`src/rtl/fifo_pkg.sv`:
```
// Shared types for the FIFO read-side word packer.
// The state is derived from the lane count except while a flush is pending.
package fifo_pkg;

    localparam int BYTE_W = 8;

    typedef enum logic [1:0] {
        IDLE  = 2'd0,
        FILL  = 2'd1,
        FULL  = 2'd2,
        FLUSH = 2'd3
    } rd_state_t;

    function automatic rd_state_t lane_state(input int lane, input int wb);
        if (lane == 32'sd0) begin
            return IDLE;
        end else if (lane >= wb) begin
            return FULL;
        end else begin
            return FILL;
        end
    endfunction

endpackage

```
`src/rtl/valid_ready_reg.sv`:
```
// One-entry output register with a valid/ready handshake.
// A load always wins; otherwise data is held and valid drops on acceptance.
module valid_ready_reg #(
    parameter int W = 8
) (
    input  logic         clk,
    input  logic         rst,
    input  logic         i_load,
    input  logic [W-1:0] i_data,
    input  logic         i_ready,
    output logic         o_valid,
    output logic [W-1:0] o_data
);

    logic         r_valid;
    logic [W-1:0] r_data;

    // Output entry: load, release on acceptance, otherwise hold.
    always_ff @(posedge clk or posedge rst) begin
        if (rst) begin
            r_valid <= 1'b0;
            r_data  <= '0;
        end else if (i_load) begin
            r_valid <= 1'b1;
            r_data  <= i_data;
        end else if (i_ready) begin
            r_valid <= 1'b0;
        end else begin
            r_valid <= r_valid;
        end
    end

    assign o_valid = r_valid;
    assign o_data  = r_data;

endmodule

```
`src/rtl/fifo_word_reader.sv`:
```
// Pops bytes from a show-ahead FIFO, packs them into words and emits full words,
// or partial words with byte enables on flush or idle timeout.
module fifo_word_reader
    import fifo_pkg::*;
#(
    parameter int WORD_BYTES = 4,
    parameter int TIMEOUT    = 16,
    parameter int CNT_W      = 16
) (
    input  logic                         clkb,
    input  logic                         rst_clkb,
    input  logic                         fifo_empty,
    input  logic [7:0]                   fifo_dout,
    output logic                         fifo_rd,
    input  logic                         flush,
    output logic                         flush_done,
    output logic [8*WORD_BYTES-1:0]      word_out,
    output logic [WORD_BYTES-1:0]        word_be,
    output logic                         word_valid,
    input  logic                         word_ready,
    output logic [CNT_W-1:0]             words_sent
);

    localparam int LANE_W = $clog2(WORD_BYTES + 1);
    localparam int IDLE_W = $clog2(TIMEOUT + 1);
    localparam logic [LANE_W-1:0] LANE_FULL = LANE_W'(WORD_BYTES);
    localparam logic [IDLE_W-1:0] IDLE_MAX  = IDLE_W'(TIMEOUT);

    rd_state_t                         r_state;
    logic [LANE_W-1:0]                 r_lane;
    logic [WORD_BYTES-1:0][BYTE_W-1:0] r_pack;
    logic [IDLE_W-1:0]                 r_idle_cnt;
    logic                              r_flush_ext;
    logic                              r_flush_done;
    logic [CNT_W-1:0]                  r_words_sent;

    logic                              w_flush_pend;
    logic                              w_out_free;
    logic                              w_emit_req;
    logic                              w_xfer;
    logic                              w_pop;
    logic                              w_timeout;
    logic                              w_flush_req;
    logic                              w_flush_now;
    logic                              w_flush_exit;
    logic [LANE_W-1:0]                 w_lane_nxt;
    logic [LANE_W-1:0]                 w_wr_lane;
    logic [BYTE_W*WORD_BYTES-1:0]      w_word;
    logic [WORD_BYTES-1:0]             w_be;

    assign w_flush_pend = (r_state == FLUSH);
    assign w_out_free   = !word_valid | word_ready;
    assign w_emit_req   = (r_lane == LANE_FULL) | (w_flush_pend & (r_lane != '0));
    assign w_xfer       = w_emit_req & w_out_free;
    assign w_pop        = !rst_clkb & !fifo_empty & !w_flush_pend & ((r_lane < LANE_FULL) | w_xfer);
    assign fifo_rd      = w_pop;
    assign w_timeout    = (r_idle_cnt == IDLE_MAX);
    assign w_flush_req  = !w_flush_pend & (flush | w_timeout);
    // Flush completes on this edge when nothing is left in the pack or output register.
    assign w_flush_now  = (r_lane == '0) & !w_pop & w_out_free;
    assign w_flush_exit = w_flush_pend & (r_lane == '0) & w_out_free;
    assign w_wr_lane    = w_xfer ? '0 : r_lane;

    // Next lane count: a transfer empties the pack register, a pop fills one lane.
    always_comb begin
        w_lane_nxt = r_lane;
        if (w_xfer) begin
            w_lane_nxt = w_pop ? LANE_W'(1) : '0;
        end else if (w_pop) begin
            w_lane_nxt = r_lane + LANE_W'(1);
        end else begin
            w_lane_nxt = r_lane;
        end
    end

    // Masked word and byte enables presented to the output register.
    always_comb begin
        w_word = '0;
        w_be   = '0;
        for (int i = 0; i < WORD_BYTES; i++) begin
            if (LANE_W'(i) < r_lane) begin
                w_word[i*BYTE_W +: BYTE_W] = r_pack[i];
                w_be[i]                    = 1'b1;
            end else begin
                w_word[i*BYTE_W +: BYTE_W] = '0;
                w_be[i]                    = 1'b0;
            end
        end
    end

    // Pack register, lane counter, idle counter and flush state machine.
    always_ff @(posedge clkb or posedge rst_clkb) begin
        if (rst_clkb) begin
            r_state      <= IDLE;
            r_lane       <= '0;
            r_pack       <= '0;
            r_idle_cnt   <= '0;
            r_flush_ext  <= 1'b0;
            r_flush_done <= 1'b0;
        end else begin
            r_lane <= w_lane_nxt;
            for (int i = 0; i < WORD_BYTES; i++) begin
                if (w_pop && (w_wr_lane == LANE_W'(i))) begin
                    r_pack[i] <= fifo_dout;
                end
            end
            if (w_pop || w_flush_pend || w_flush_req || (w_lane_nxt == '0)) begin
                r_idle_cnt <= '0;
            end else if ((r_lane != LANE_FULL) && !w_timeout) begin
                r_idle_cnt <= r_idle_cnt + IDLE_W'(1);
            end else begin
                r_idle_cnt <= r_idle_cnt;
            end
            r_flush_done <= 1'b0;
            case (r_state)
                FLUSH: begin
                    if (w_flush_exit) begin
                        r_state      <= IDLE;
                        r_flush_done <= r_flush_ext;
                    end else begin
                        r_state <= FLUSH;
                    end
                end
                default: begin
                    if (w_flush_req && w_flush_now) begin
                        r_state      <= IDLE;
                        r_flush_done <= flush;
                    end else if (w_flush_req) begin
                        r_state     <= FLUSH;
                        r_flush_ext <= flush;
                    end else begin
                        r_state <= lane_state(int'(w_lane_nxt), WORD_BYTES);
                    end
                end
            endcase
        end
    end

    // Accepted-word counter, wraps silently.
    always_ff @(posedge clkb or posedge rst_clkb) begin
        if (rst_clkb) begin
            r_words_sent <= '0;
        end else if (word_valid && word_ready) begin
            r_words_sent <= r_words_sent + CNT_W'(1);
        end else begin
            r_words_sent <= r_words_sent;
        end
    end

    valid_ready_reg #(
        .W (BYTE_W*WORD_BYTES + WORD_BYTES)
    ) u_out (
        .clk     (clkb),
        .rst     (rst_clkb),
        .i_load  (w_xfer),
        .i_data  ({w_be, w_word}),
        .i_ready (word_ready),
        .o_valid (word_valid),
        .o_data  ({word_be, word_out})
    );

    assign flush_done = r_flush_done;
    assign words_sent = r_words_sent;

endmodule
```
`config.mk`:
```
export PLATFORM = sky130hd
export DESIGN_NAME = fifo_word_reader
export DESIGN_NICKNAME = d
export VERILOG_FILES = /design/src/rtl/fifo_pkg.sv /design/src/rtl/valid_ready_reg.sv /design/src/rtl/fifo_word_reader.sv
export SDC_FILE = /design/constraint.sdc
export NUM_CORES = 1
export LEC_CHECK = 0
export BUFFER_PORTS_ARGS = -buffer_cell sky130_fd_sc_hd__buf_2
export CORE_UTILIZATION = 59
export CTS_BUF_LIST = sky130_fd_sc_hd__clkbuf_4 sky130_fd_sc_hd__clkbuf_8
export CTS_CLUSTER_DIAMETER = 120
export DETAILED_ROUTE_END_ITERATION = 12
export GPL_TIMING_DRIVEN = 0
export PLACE_DENSITY_LB_ADDON = 0.1
export REMOVE_ABC_BUFFERS = 1
export SETUP_SLACK_MARGIN = 0.1
export SLEW_MARGIN = 5
export SYNTH_ARGS = -nofsm -noshare
export SYNTH_HDL_FRONTEND = slang
export SYNTH_SLANG_ARGS = --single-unit
```
`constraint.sdc`:
```
create_clock -name clkb -period 4.4 [get_ports clkb]
set_clock_uncertainty 0.1 [all_clocks]
set_input_delay 0 -clock clkb [delete_from_list [all_inputs] [get_ports clkb]]
set_output_delay 0 -clock clkb [all_outputs]
set_load 0.03 [all_outputs]
```
== Yosys cells after proc, flatten, opt, wreduce, memory -nomap -nowiden ==
Cells that the tools add are included.

* Flip-flop bits (word level): 97

* $add $sub $neg: 3
* Magnitude comparators: 6
* Eq/ne operators: 7
* Muxes and demuxes: 25
* Bitwise gates (word level): 16
* Reductions and logical operators: 24

{| class="wikitable"
|+ Operators with widths
! cell !! count
|-
| $mux W8 || 4
|-
| $add A16 B1 Y16 const B || 1
|-
| $logic_not A3 Y1 || 4
|-
| $mux W2 || 6
|-
| $and A1 B1 Y1 || 10
|-
| $mux W1 || 10
|-
| $mux W5 || 2
|-
| $mux W3 || 3
|-
| $logic_and A1 B1 Y1 || 7
|-
| $eq A3 B2 Y1 const B || 2
|-
| $logic_not A1 Y1 || 6
|-
| $lt A1 B3 Y1 const A || 2
|-
| $lt A2 B3 Y1 const A || 2
|-
| $add A5 B1 Y5 const B || 1
|-
| $eq A5 B5 Y1 const B || 1
|-
| $or A1 B1 Y1 || 4
|-
| $reduce_bool A2 Y1 || 2
|-
| $add A3 B1 Y3 const B || 1
|-
| $eq A3 B1 Y1 const B || 1
|-
| $eq A3 B3 Y1 const B || 1
|-
| $ge A3 B3 Y1 const B || 1
|-
| $logic_or A1 B1 Y1 || 3
|-
| $lt A3 B3 Y1 const B || 1
|-
| $ne A3 B3 Y1 const B || 1
|-
| 4 further kinds || 5
|}

== Depth between registers and ports, before layout ==
Gate-level depths: netlist of the first run.

* Depth after elaboration: 14
* Depth in mapped cells: 10
* Mapped depth without buffers: 7

== Modules after synthesis ==
Synthesis of the first run repeated with hierarchy kept, for this count alone.

* Cell total of the unflattened synthesis: 332
* Area total of the unflattened synthesis: 4466.8 µm²

{| class="wikitable"
|+ By module, submodules not included
! module !! instances !! cells an instance !! area each (µm²)
|-
| fifo_word_reader || 1 || 252 || 2940.3
|-
| valid_ready_reg || 1 || 80 || 1526.5
|}

== Worst setup path after synthesis of the first run ==
No wires, ideal clock.

* Path type: flip-flop to flip-flop
* Start: register r_lane[1]
* End: register r_state[0]
* Data arrival time: 1.839 ns
* Required time: 4.196 ns
* Setup slack: 2.357 ns
* Stages on the path, launching flop included: 10
* Path buffers: 2
* Clock period less this slack: 2.043 ns
* Cell sequence: dfrtp_1 clkbuf_1 inv_1 ha_1 and3b_1 a21oi_1 nor2_1 buf_2 nor2_1 o41ai_2

* Cells in the longest elaborated chain, start to end: 14
* Elaborated cells between the ends (all ways): 27
* Those cells by class: add/sub (1); order compare (2); eq/ne (1); mux (9); bitwise (9); reduce/logical (5)

{| class="wikitable"
|+ Ends and longest elaborated chain
! what !! RTL line !! RTL
|-
| start, declared || fifo_word_reader.sv:30 || <nowiki>logic [LANE_W-1:0] r_lane;</nowiki>
|-
| start signal, assigned || fifo_word_reader.sv:101 || <nowiki>r_lane <= w_lane_nxt;</nowiki>
|-
| $reduce_bool A3 Y1 || fifo_word_reader.sv:53 || <nowiki>assign w_emit_req = (r_lane == LANE_FULL) | (w_flush_pend & (r_lane != '0));</nowiki>
|-
| $and A1 B1 Y1 || fifo_word_reader.sv:53 ||
|-
| $or A1 B1 Y1 || fifo_word_reader.sv:53 ||
|-
| $and A1 B1 Y1 || fifo_word_reader.sv:54 || <nowiki>assign w_xfer = w_emit_req & w_out_free;</nowiki>
|-
| $or A1 B1 Y1 || fifo_word_reader.sv:55 || <nowiki>assign w_pop = !rst_clkb & !fifo_empty & !w_flush_pend & ((r_lane < LANE_FULL) | w_xfer);</nowiki>
|-
| $and A1 B1 Y1 || fifo_word_reader.sv:55 ||
|-
| $mux W3 || fifo_word_reader.sv:69 || <nowiki>end else if (w_pop) begin</nowiki>
|-
| $mux W3 (*) || fifo_word_reader.sv:67 || <nowiki>if (w_xfer) begin</nowiki>
|-
| via w_lane_nxt[2] || fifo_word_reader.sv:46 || <nowiki>logic [LANE_W-1:0] w_lane_nxt;</nowiki>
|-
| $ge A3 B3 Y1 || fifo_pkg.sv:17 || <nowiki>end else if (lane >= wb) begin</nowiki>
|-
| $mux W2 || fifo_pkg.sv:17 ||
|-
| $mux W2 (*) || fifo_pkg.sv:15 || <nowiki>if (lane == 32'sd0) begin</nowiki>
|-
| $mux W2 (*) || fifo_word_reader.sv:128 || <nowiki>end else if (w_flush_req) begin</nowiki>
|-
| $mux W2 (*) || fifo_word_reader.sv:125 || <nowiki>if (w_flush_req && w_flush_now) begin</nowiki>
|-
| $mux W2 (*) || fifo_word_reader.sv:115 || <nowiki>case (r_state)</nowiki>
|-
| end signal, assigned || fifo_word_reader.sv:132 || <nowiki>r_state <= lane_state(int'(w_lane_nxt), WORD_BYTES);</nowiki>
|-
| end, declared || fifo_word_reader.sv:29 || <nowiki>rd_state_t r_state;</nowiki>
|}

Mark *: on every way through the listed nets, which the timed path passes. The rest lies on a longest branch.
A chain may end at the register's enable or synchronous reset.

== Worst setup path after layout of the first run ==
Same ends and word-level chain as after synthesis.

==> flow_summary.toml, run 1 <==
[sta]
setup-violations-final = 0
final.min_clock_period_ns = 2.797
rsz0062_at_grt = "false"
fin_tns_setup_ns = 0
slew_viol_final = 0
finalHoldViolations = 0
slew_headroom = 0.2264
worst_pin_slew_ns = 1.158
post-route-period-util = 0.6357
fmaxAchievable_mhz = 357.5
layout_setup_ws_ns = 1.603

[setup_path]
crit_required_ns = 4.55
start_kind = "flip-flop"
cp-startpoint = "r_lane[1]"
worstPathMaxFanout = 38
crit_slowest_cell = "nor2_4"
rr_endpoint = "r_state[0]"
critPathMaxStageDelay_ns = 0.74
crit_path_end_kind = "flip-flop"
r2r_start = "r_lane[1]"
rr_worst_depth = 7
cp_data_arrival_time_ns = 2.95
crit_chain = "inv_1, ha_1, and3b_1, a21oi_1, nor2_4, nor2_1, o41ai_2"
critPathKind = "flip-flop to flip-flop"
worst-r2r-setup-slack_ns = 1.60

[route]
vias = 2921
wl_per_cell_um = 15.23
firstDrtPassIters = 8
ant_nets = 0
drc = 1
viasPerCell = 5.491
drtIter0Drc = 123
routed_wl_um = 8103

[min_path]
whs_path_depth = 4
worstHoldStart = "fifo_empty"
whs_endpoint = "r_lane[1]"
min_path_type = "input pin to flip-flop"

[floorplanning]
fp-row-count = 30
core_um2 = 6756
io_pins = 68
dieArea_um2 = 7296
initial_core_util = 0.6076
die_w_um = 85.42
die_y_um = 85.42

[placed_design]
hpwlAfterDp_um = 5457
gp_congestion = 0.8176
placed_cell_area_um2 = 4514
io_buffers = 67
dpl_worst_slack_ns = 1.636

[synth]
ys_ff_latch = 97
ys_types = 39
yosysTopAreaCellShare = 0.5913
synth_compound_gate_area_share = 0.04938
synth_ff_type = "dfrtp_1"
synth_cells = 374
async_reset_ff_frac = 1.000
synth_xor_xnor_area_share = 0.04054
syn-cell-area_um2 = 4105
synth_edf_count = 0
synth_fa_ha_area_frac = 0.01524
yosys_warnings = 0
syn_avg_cell_area_um2 = 10.98
synth-seq-area-share = 0.5913
yosysMostFrequentCell = "dfrtp_1"
yosys-top-cells-area = "dfrtp_1 59%, mux2_2 9.1%, nand2_1 8.1%, nand3_1 4.9%, xnor2_1 3.0%"
yosys.area.top_type = "dfrtp_1"
synth_commonest_cells = "97 x dfrtp_1, 89 x nand2_1, 40 x nand3_1"
synth_top_family_by_area = "simple AND/OR/NAND/NOR gates"
synthMuxAreaShare = 0.09540
synthSimpleGateAreaFrac = 0.1881

[layout]
final_area_um2 = 4830
final_core_utilization = 0.7148
ff_latch_area_um2 = 2427
n_antenna_cell = 0
fillers = 513
drive_gt1_frac = 0.2743
multi_input_area_um2 = 1603
finalNetCount = 467
syn_to_final_growth_pct = 17.65

[pwr]
total_power_mw = 3.178
p_per_area_nw_per_um2 = 657.9
power.leakage_nw = 2.521
ir_worst_vdd_v = 0.0002950

[flow_run]
cap_violations = 0

[grt]
grt-ovfl-total = 0
grtUsageTotal = 0.2426
grt_max_degree = 66
grt_pass1_vias = 2772
grt_pass1_wl_um = 13530
antenna_found_initial = 0

[clock_network]
cts.clk_slew.worst_paths_ns = 0.09
clock-sinks = 97
cts_setup_buffers = 0
cts_buffers = 9
cts_tree = "done"
cts-root-buf = "clkbuf_8"
htreeDepth = 3
worstSkewPairLatency_ns = 0.35
clk_path_buf_depth = 2

[outcome]
violations = "design-rule violations"
status = "complete, but fails checks"
==> layer usage <==
layer,GRT usage,part of all wire,up-vias
li1,-,-,1411
met1,0.3616,0.49,1430
met2,0.3629,0.46,68
met3,0.03113,0.032,12
met4,0.1015,0.017,0
met5,0,0,-
==> timing repair <==
item,4_1_cts,5_1_grt
gates resized for setup,0,0
hold buffers,11,0
endpoints found under the hold margin,70,0
==> critical path: cells and delay by family, from the launching register on <==
family	cells	cell delay, ns
compound gates	2	0.43
buf+inv	1	0.15
simple gates	3	1.23
flops	1	0.55
fa+ha+maj	1	0.23
==> how the worst max path moves through the flow <==
stage	endpoint	slack (ns)	cells after the start
after floorplan	r_state[0]	1.37	7
final	r_state[0]	1.60	7
after global routing	r_state[0]	1.36	7
after CTS	r_state[0]	1.60	7
after global placement	r_state[0]	0.32	7
after detailed placement	r_state[0]	1.64	7
==> per-stage QoR <==
| stage | hold slack [ns] | instances |
|---|---|---|
| 2_1_floorplan | 0.03969 | 359 |
| 3_3_place_gp | 0.1808 | 506 |
| 3_5_place_dp | 0.002157 | 507 |
| 4_1_cts | 0.03580 | 532 |
| 5_1_grt | 0.06401 | 532 |
| 6_report | 0.05879 | 532 |
==> cell families (layout without fill, tap and decap cells) <==
family | count (synthesis) | after routing
AND/OR/NAND/NOR | 171 | 171
flip-flops | 97 | 97
XOR/XNOR | 19 | 19
adder cells (fa/ha/maj) | 5 | 5
multiplexers | 35 | 35
AO/OA/AOI/OAI | 27 | 27
buffers and inverters | 20 | 98
==> layout by cell type (no fill, tap or decap), types with 9 or more instances in the layout <==
| master | instances |
|---|---|
| buf_2 | 67 |
| nand2_1 | 89 |
| dlygate4sd3_1 | 11 |
| mux2_2 | 33 |
| xnor2_1 | 14 |
| a21oi_1 | 10 |
| nand3_1 | 40 |
| clkbuf_8 | 9 |
| nor2_1 | 17 |
| dfrtp_1 | 97 |
==> state kept, by name, indices dropped and copies added, names as in the netlist, 2 cells and up <==
signal / cells
words_sent: 16
r_lane: 3
r_idle_cnt: 5
r_pack: 32
u_out.o_data: 36
r_state: 2
==> area by class of cell <==
class                   instances  area share
well taps                      80     0.02073
multi-input cells             257      0.3319
repair buffers                 79     0.09793
clock buffers                   9     0.02565
flip-flops and latches         97      0.5026
inverters                       5    0.004404
clock inverters                 5     0.01684
==> power by group <==
part | internal [mW] | total [mW] | switching [mW]
Clock | 0.315 | 0.608 | 0.293
Combinational | 0.408 | 1.16 | 0.749
Sequential | 1.20 | 1.41 | 0.215
Total | 1.92 | 3.18 | 1.26
Note: power is estimated with default switching activity, not from simulation.
==> inputs of run 2 (changes only) <==
- ABC_AREA: unset -> 1
- CORE_UTILIZATION: 59 -> 52
- clock period: 4.4 -> 2.4 ns (I/O delays scaled with it)
==> run 2 against run 1 <==
Compared with the run above: sequential power rose by 80%; register-to-register slack worse by 1.3 ns; setup slack worse by 1.3 ns; wire length grew 4.0%; global-route usage decreased by 3.3 points; cell count up 18%; critical path depth rose by 6; the flow now finishes without violations; critical path type unchanged; maximum frequency rose by 32%; highest routed layer unchanged; die area grew 12%; sequential share of layout area shrank 0.59 points; critical endpoint is now r_state[1]; power grew 92%; synthesized area is 1.2% lower.
==> flow_summary.toml, run 2 <==
[route]
drtIter0Drc = 176
drc = 0
vias = 3107
ant_nets = 0
wl_per_cell_um = 13.47
firstDrtPassIters = 4
routed_wl_um = 8430
viasPerCell = 4.963

[synth]
yosysTopAreaCellShare = 0.5982
syn_avg_cell_area_um2 = 9.285
synth-seq-area-share = 0.5982
synth_cells = 437
async_reset_ff_frac = 1.000
yosysMostFrequentCell = "nand2_1"
yosys_warnings = 0
synth_ff_type = "dfrtp_1"
synth_edf_count = 0
yosys.area.top_type = "dfrtp_1"
syn-cell-area_um2 = 4058
ys_types = 26
yosys-top-cells-area = "dfrtp_1 60%, nand2_1 13%, o21ai_0 6.4%, inv_1 3.7%, xor2_1 3.0%"
synth_commonest_cells = "136 x nand2_1, 97 x dfrtp_1, 52 x o21ai_0"
ys_ff_latch = 97

[min_path]
min_path_type = "input pin to flip-flop"

[placed_design]
gp_congestion = 0.7544
dpl_worst_slack_ns = -0.1801
place_inst = 592
io_buffers = 67
hpwlAfterDp_um = 5355

[setup_path]
critPathMaxStageDelay_ns = 0.43
cp_data_arrival_time_ns = 2.25
critPathKind = "flip-flop to flip-flop"
crit_chain = "inv_2, ha_1, nand2_1, nand2_1, nand2_2, nand2_8, nand2_2, nand2_2, nand3_1, nand2_1, o21ai_0, nor2_1, nor2_1"
worst-path-buf-inv = 1
start_kind = "flip-flop"
crit_slowest_cell = "dfrtp_1"
cpLargestDelayFamily = "simple AND/OR/NAND/NOR gates"
worstPathMaxFanout = 8
crit_required_ns = 2.53
crit_path_end_kind = "flip-flop"

[layout]
fillers = 647
syn_to_final_growth_pct = 20.51
multi_input_area_um2 = 1435
stdcell_count = 626
ff_latch_area_um2 = 2429
final_cell_mix = "136 x nand2_1, 96 x dfrtp_1, 67 x buf_2"
final_common_cell = "nand2_1"
drive_gt1_frac = 0.2201
finalNetCount = 540
largest_register_ffs = 36
n_antenna_cell = 0

[sta]
fin_tns_setup_ns = 0
layout_setup_ws_ns = 0.2828
finalHoldViolations = 0
rsz0062_at_grt = "false"
final.min_clock_period_ns = 2.117
setup-violations-final = 0
slew_headroom = 0.4909
post-route-period-util = 0.8822
slew_viol_final = 0
worst_pin_slew_ns = 0.7586
hold_ws_ns = 0.1256
fmaxAchievable_mhz = 472.3

[clock_network]
cts_tree = "done"
clock-sinks = 97
htreeDepth = 3
cts_buffers = 9
cts-root-buf = "clkbuf_8"
cts.clk_slew.worst_paths_ns = 0.09
clk_path_buf_depth = 2
worstSkewPairLatency_ns = 0.36

[pwr]
ir_worst_vdd_v = 0.0005916
p_per_area_nw_per_um2 = 1249
power.leakage_nw = 2.594

[floorplanning]
initial_core_util = 0.5477
die_y_um = 90.34
io_pins = 68
fp-row-count = 31
dieArea_um2 = 8160
die_w_um = 90.34
core_um2 = 7408

[flow_run]
cap_violations = 0

[grt]
grt_pass1_wl_um = 13530
grt_pass1_vias = 2894
antenna_found_initial = 0
grt-ovfl-total = 0
grtUsageTotal = 0.2099
grt_max_degree = 71

[outcome]
status = "finished, final reports clean"
## run 2: cell types whose count changed in the layout (fill, tap and decap cells not counted), moves of 8 or more
| cell | delta |
|---|---|
| mux2_2 | -33 |
| nand3_1 | -28 |
| a21oi_1 | -8 |
| o21ai_1 | +10 |
| xnor2_1 | -10 |
| o21ai_0 | +50 |
| xor2_1 | +9 |
| o21ai_2 | +9 |
| nand2_1 | +47 |
| inv_1 | +35 |
## run 2: where the power goes
group	leakage [nW]	switching, mW	internal (mW)
sequential	1.27	0.352	2.19
clock	0.0984	0.580	0.506
combinational	1.22	1.74	0.743
total	2.59	2.67	3.44
## run 2: stage by stage
step | cell area (µm²) | util | total power, mW
floorplan | 3999 | - | 4.191
global placement | 4458 | 0.6018 | 4.760
detailed placement | 4488 | 0.6058 | 4.850
CTS | 4813 | 0.6497 | 5.979
global route | 4890 | 0.6600 | 6.542
finish | 4890 | 0.6600 | 6.105
## run 2: cell type report
cell class | instances | share of cell area
Multi-Input combinational cell | 285 | 0.2935
Inverter | 45 | 0.03557
Clock buffer | 10 | 0.02687
Sequential cell | 97 | 0.4967
Clock inverter | 6 | 0.01510
Timing Repair Buffer | 84 | 0.1070
Tap cell | 99 | 0.02533
## run 2: worst reg2reg max path: stages, from the launching register on
cell     delay (ns)
dfrtp_1        0.43
inv_2          0.13
ha_1           0.16
nand2_1        0.06
nand2_1        0.08
nand2_2        0.15
nand2_8        0.14
nand2_2        0.07
nand2_2        0.12
nand3_1        0.18
nand2_1        0.15
o21ai_0        0.09
nor2_1         0.11
nor2_1         0.05
## run 2: final timing paths
check | slack (ns) | cells past startpoint | startpoint | to
worst min-delay path | 0.13 | 8 | fifo_empty | r_lane[2]
worst max-delay path | 0.28 | 13 | r_lane[0] | r_state[1]
max in group asynchronous | 1.37 | 4 | rst_clkb | r_lane[2]
worst max register to register | 0.28 | 13 | r_lane[0] | r_state[1]
min in group asynchronous | 0.14 | 3 | rst_clkb | u_out.o_data[9]
worst min register to register | 0.39 | 2 | u_out.o_data[33] | u_out.o_data[33]
## run 2: cell families after synthesis
| group | after synthesis | synth area share |
|---|---|---|
| AOI/OAI and AO/OA | 74 | 0.09868 |
| xor gates and xnor gates | 18 | 0.03885 |
| adders and majority gates | 5 | 0.01542 |
| buffers and inverters | 57 | 0.05673 |
| DFF | 97 | 0.5982 |
| and+or+nand+nor | 186 | 0.1921 |
## run 2: metal layers
layer,GRT usage,vias to the layer above,share of wire
li1,-,1557,-
met3,0.05471,6,0.047
met2,0.3454,62,0.48
met1,0.2840,1482,0.46
met4,0.04032,0,0.0068
met5,0,-,0
## run 2: repair_timing
item | CTS | global route
setup buffers | 0 | 5
hold endpoints to repair | 80 | 0
pin swaps | 0 | 1
cloned | 0 | 2
resized for setup | 2 | 1
setup endpoints to repair | 50 | 49
hold buffers | 11 | 0
==> inputs of run 3 (changes only) <==
- CORE_UTILIZATION: 52 -> 35
==> run 3 against run 2 <==
Compared with the run above: die area grew 47%; setup slack gained 0.064 ns; via count shrank 1.9%; register-to-register slack gained 0.09 ns; wire length grew 6.4%; sequential power is essentially flat; flip-flop and latch count is the same; first-iteration DRC count shrank 28%; cell count grew 6.4%; critical path depth shrank 3; non-clock buffer count shrank 1; clock power grew 4%; highest routed layer unchanged.
==> flow_summary.toml, run 3 (same netlist as run 2, synthesis figures left out) <==
[floorplanning]
initial_core_util = 0.3663
die_w_um = 109.7
die_y_um = 109.7
core_um2 = 11080
dieArea_um2 = 12030
io_pins = 68
fp-row-count = 38

[flow_run]
cap_violations = 0

[sta]
fin_tns_setup_ns = 0
layout_setup_ws_ns = 0.3464
slew_headroom = 0.5143
post-route-period-util = 0.8557
rsz0062_at_grt = "false"
fmaxAchievable_mhz = 487.0
worst_pin_slew_ns = 0.7237
setup-violations-final = 0
final.min_clock_period_ns = 2.054
finalHoldViolations = 0
slew_viol_final = 0

[route]
ant_nets = 0
firstDrtPassIters = 4
routed_wl_um = 8968
drc = 0
vias = 3048
viasPerCell = 4.577
wl_per_cell_um = 13.47
drtIter0Drc = 127

[grt]
grt_pass1_vias = 2921
grt_pass1_wl_um = 14110
grtUsageTotal = 0.1562
grt-ovfl-total = 0
grt_max_degree = 71
antenna_found_initial = 0

[pwr]
p_per_area_nw_per_um2 = 1241
ir_worst_vdd_v = 0.0005764
power.leakage_nw = 2.601

[placed_design]
io_buffers = 67
hpwlAfterDp_um = 5539
gp_congestion = 0.7311
dpl_worst_slack_ns = -0.2464
placed_cell_area_um2 = 4539

[outcome]
status = "finished, final reports clean"

[layout]
final_area_um2 = 4957
syn_to_final_growth_pct = 22.17
finalNetCount = 539
n_antenna_cell = 0
final_common_cell = "nand2_1"
drive_gt1_frac = 0.2205
final_cell_mix = "135 x nand2_1, 96 x dfrtp_1, 67 x buf_2"
largest_register_ffs = 36

[setup_path]
worst-path-buf-inv = 3
crit_slowest_cell = "dfrtp_1"
crit_path_end_kind = "output port"
r2r_start = "r_lane[0]"
cpLargestDelayFamily = "simple AND/OR/NAND/NOR gates"
start_kind = "flip-flop"
crit_chain = "inv_2, ha_1, nand2_1, nand2_1, nand2_4, nand2_8, nand2_2, nand2_2, inv_4, buf_2"
critPathMaxStageDelay_ns = 0.41
worstPathMaxFanout = 7
critPathKind = "flip-flop to output port"
crit_required_ns = 2.30
cp_data_arrival_time_ns = 1.95
cp-startpoint = "r_lane[0]"

[clock_network]
htreeDepth = 3
clk_path_buf_depth = 2
worstSkewPairLatency_ns = 0.37
cts-root-buf = "clkbuf_8"
cts.clk_slew.worst_paths_ns = 0.09
cts_tree = "done"
cts_buffers = 9
clock-sinks = 97

[min_path]
worstHoldStart = "fifo_empty"
min_path_type = "input pin to flip-flop"
==> run 3: changes by cell type in the layout (fill, tap and decap cells not counted), sizes merged <==
cell	before	now
clkbuf	10	11
buf	73	72
inv	47	46
==> run 3: per-layer routing <==
layer  GRT usage  vias to the layer above  part of all wire
met5           0                        -                 0
met4     0.05714                        0             0.014
met3     0.03972                       12             0.039
met2      0.2547                       60              0.46
met1      0.2006                     1427              0.49
li1            -                     1549                 -
==> run 3: worst register-to-register path, cell delays in order (launching register included) <==
cell and delay [ns]:
dfrtp_1 0.43, inv_2 0.13, ha_1 0.16, nand2_1 0.06, nand2_1 0.11, nand2_4 0.11, nand2_8 0.12, nand2_2 0.06
nand2_2 0.12, nand3_1 0.14, nand2_1 0.12, o21ai_0 0.09, nor2_1 0.11, nor2_1 0.05
==> run 3: what timing repair did <==
| item | in CTS | in global routing |
|---|---|---|
| hold buffers | 11 | 0 |
| cloned | 0 | 2 |
| endpoints found under the setup margin | 51 | 40 |
| pin swaps | 0 | 1 |
| gates resized for setup | 3 | 4 |
| setup buffers | 1 | 3 |
| endpoints found under the hold margin | 91 | 0 |
==> run 3: area by class of cell <==
class                      count  area, µm²
multi-input combinational    285       1448
clock inverter                 5      62.56
sequential                    97       2429
fill                        1122       6121
timing repair buffer          83      515.5
clock buffer                  11      151.4
tap                          140      175.2
inverter                      45      176.4
==> run 3: power by group <==
group | internal, mW | switching (mW)
sequential | 2.19 | 0.350
clock | 0.544 | 0.584
combinational | 0.745 | 1.74
==> run 3: final timing paths <==
check	to	slack, ns	depth (start not counted)
setup / recovery	fifo_rd	0.35	10
hold / removal	r_lane[2]	0.1	8
max in group asynchronous	r_pack[14]	1.46	4
hold reg to reg	r_flush_ext	0.38	2
min in group asynchronous	words_sent[13]	0.13	3
setup reg to reg	r_state[1]	0.37	13
==> run 3: stage by stage <==
| step | hold WS (ns) | util | cells | total power, mW |
|---|---|---|---|---|
| floorplan | 0.04455 | - | 425 | 4.191 |
| global placement | 0.1619 | 0.4070 | 632 | 4.824 |
| detailed placement | 0.08410 | 0.4098 | 633 | 4.867 |
| CTS | 0.06512 | 0.4421 | 661 | 6.071 |
| global route | 0.1776 | 0.4475 | 666 | 6.639 |
| finish | 0.09563 | 0.4475 | 666 | 6.152 |
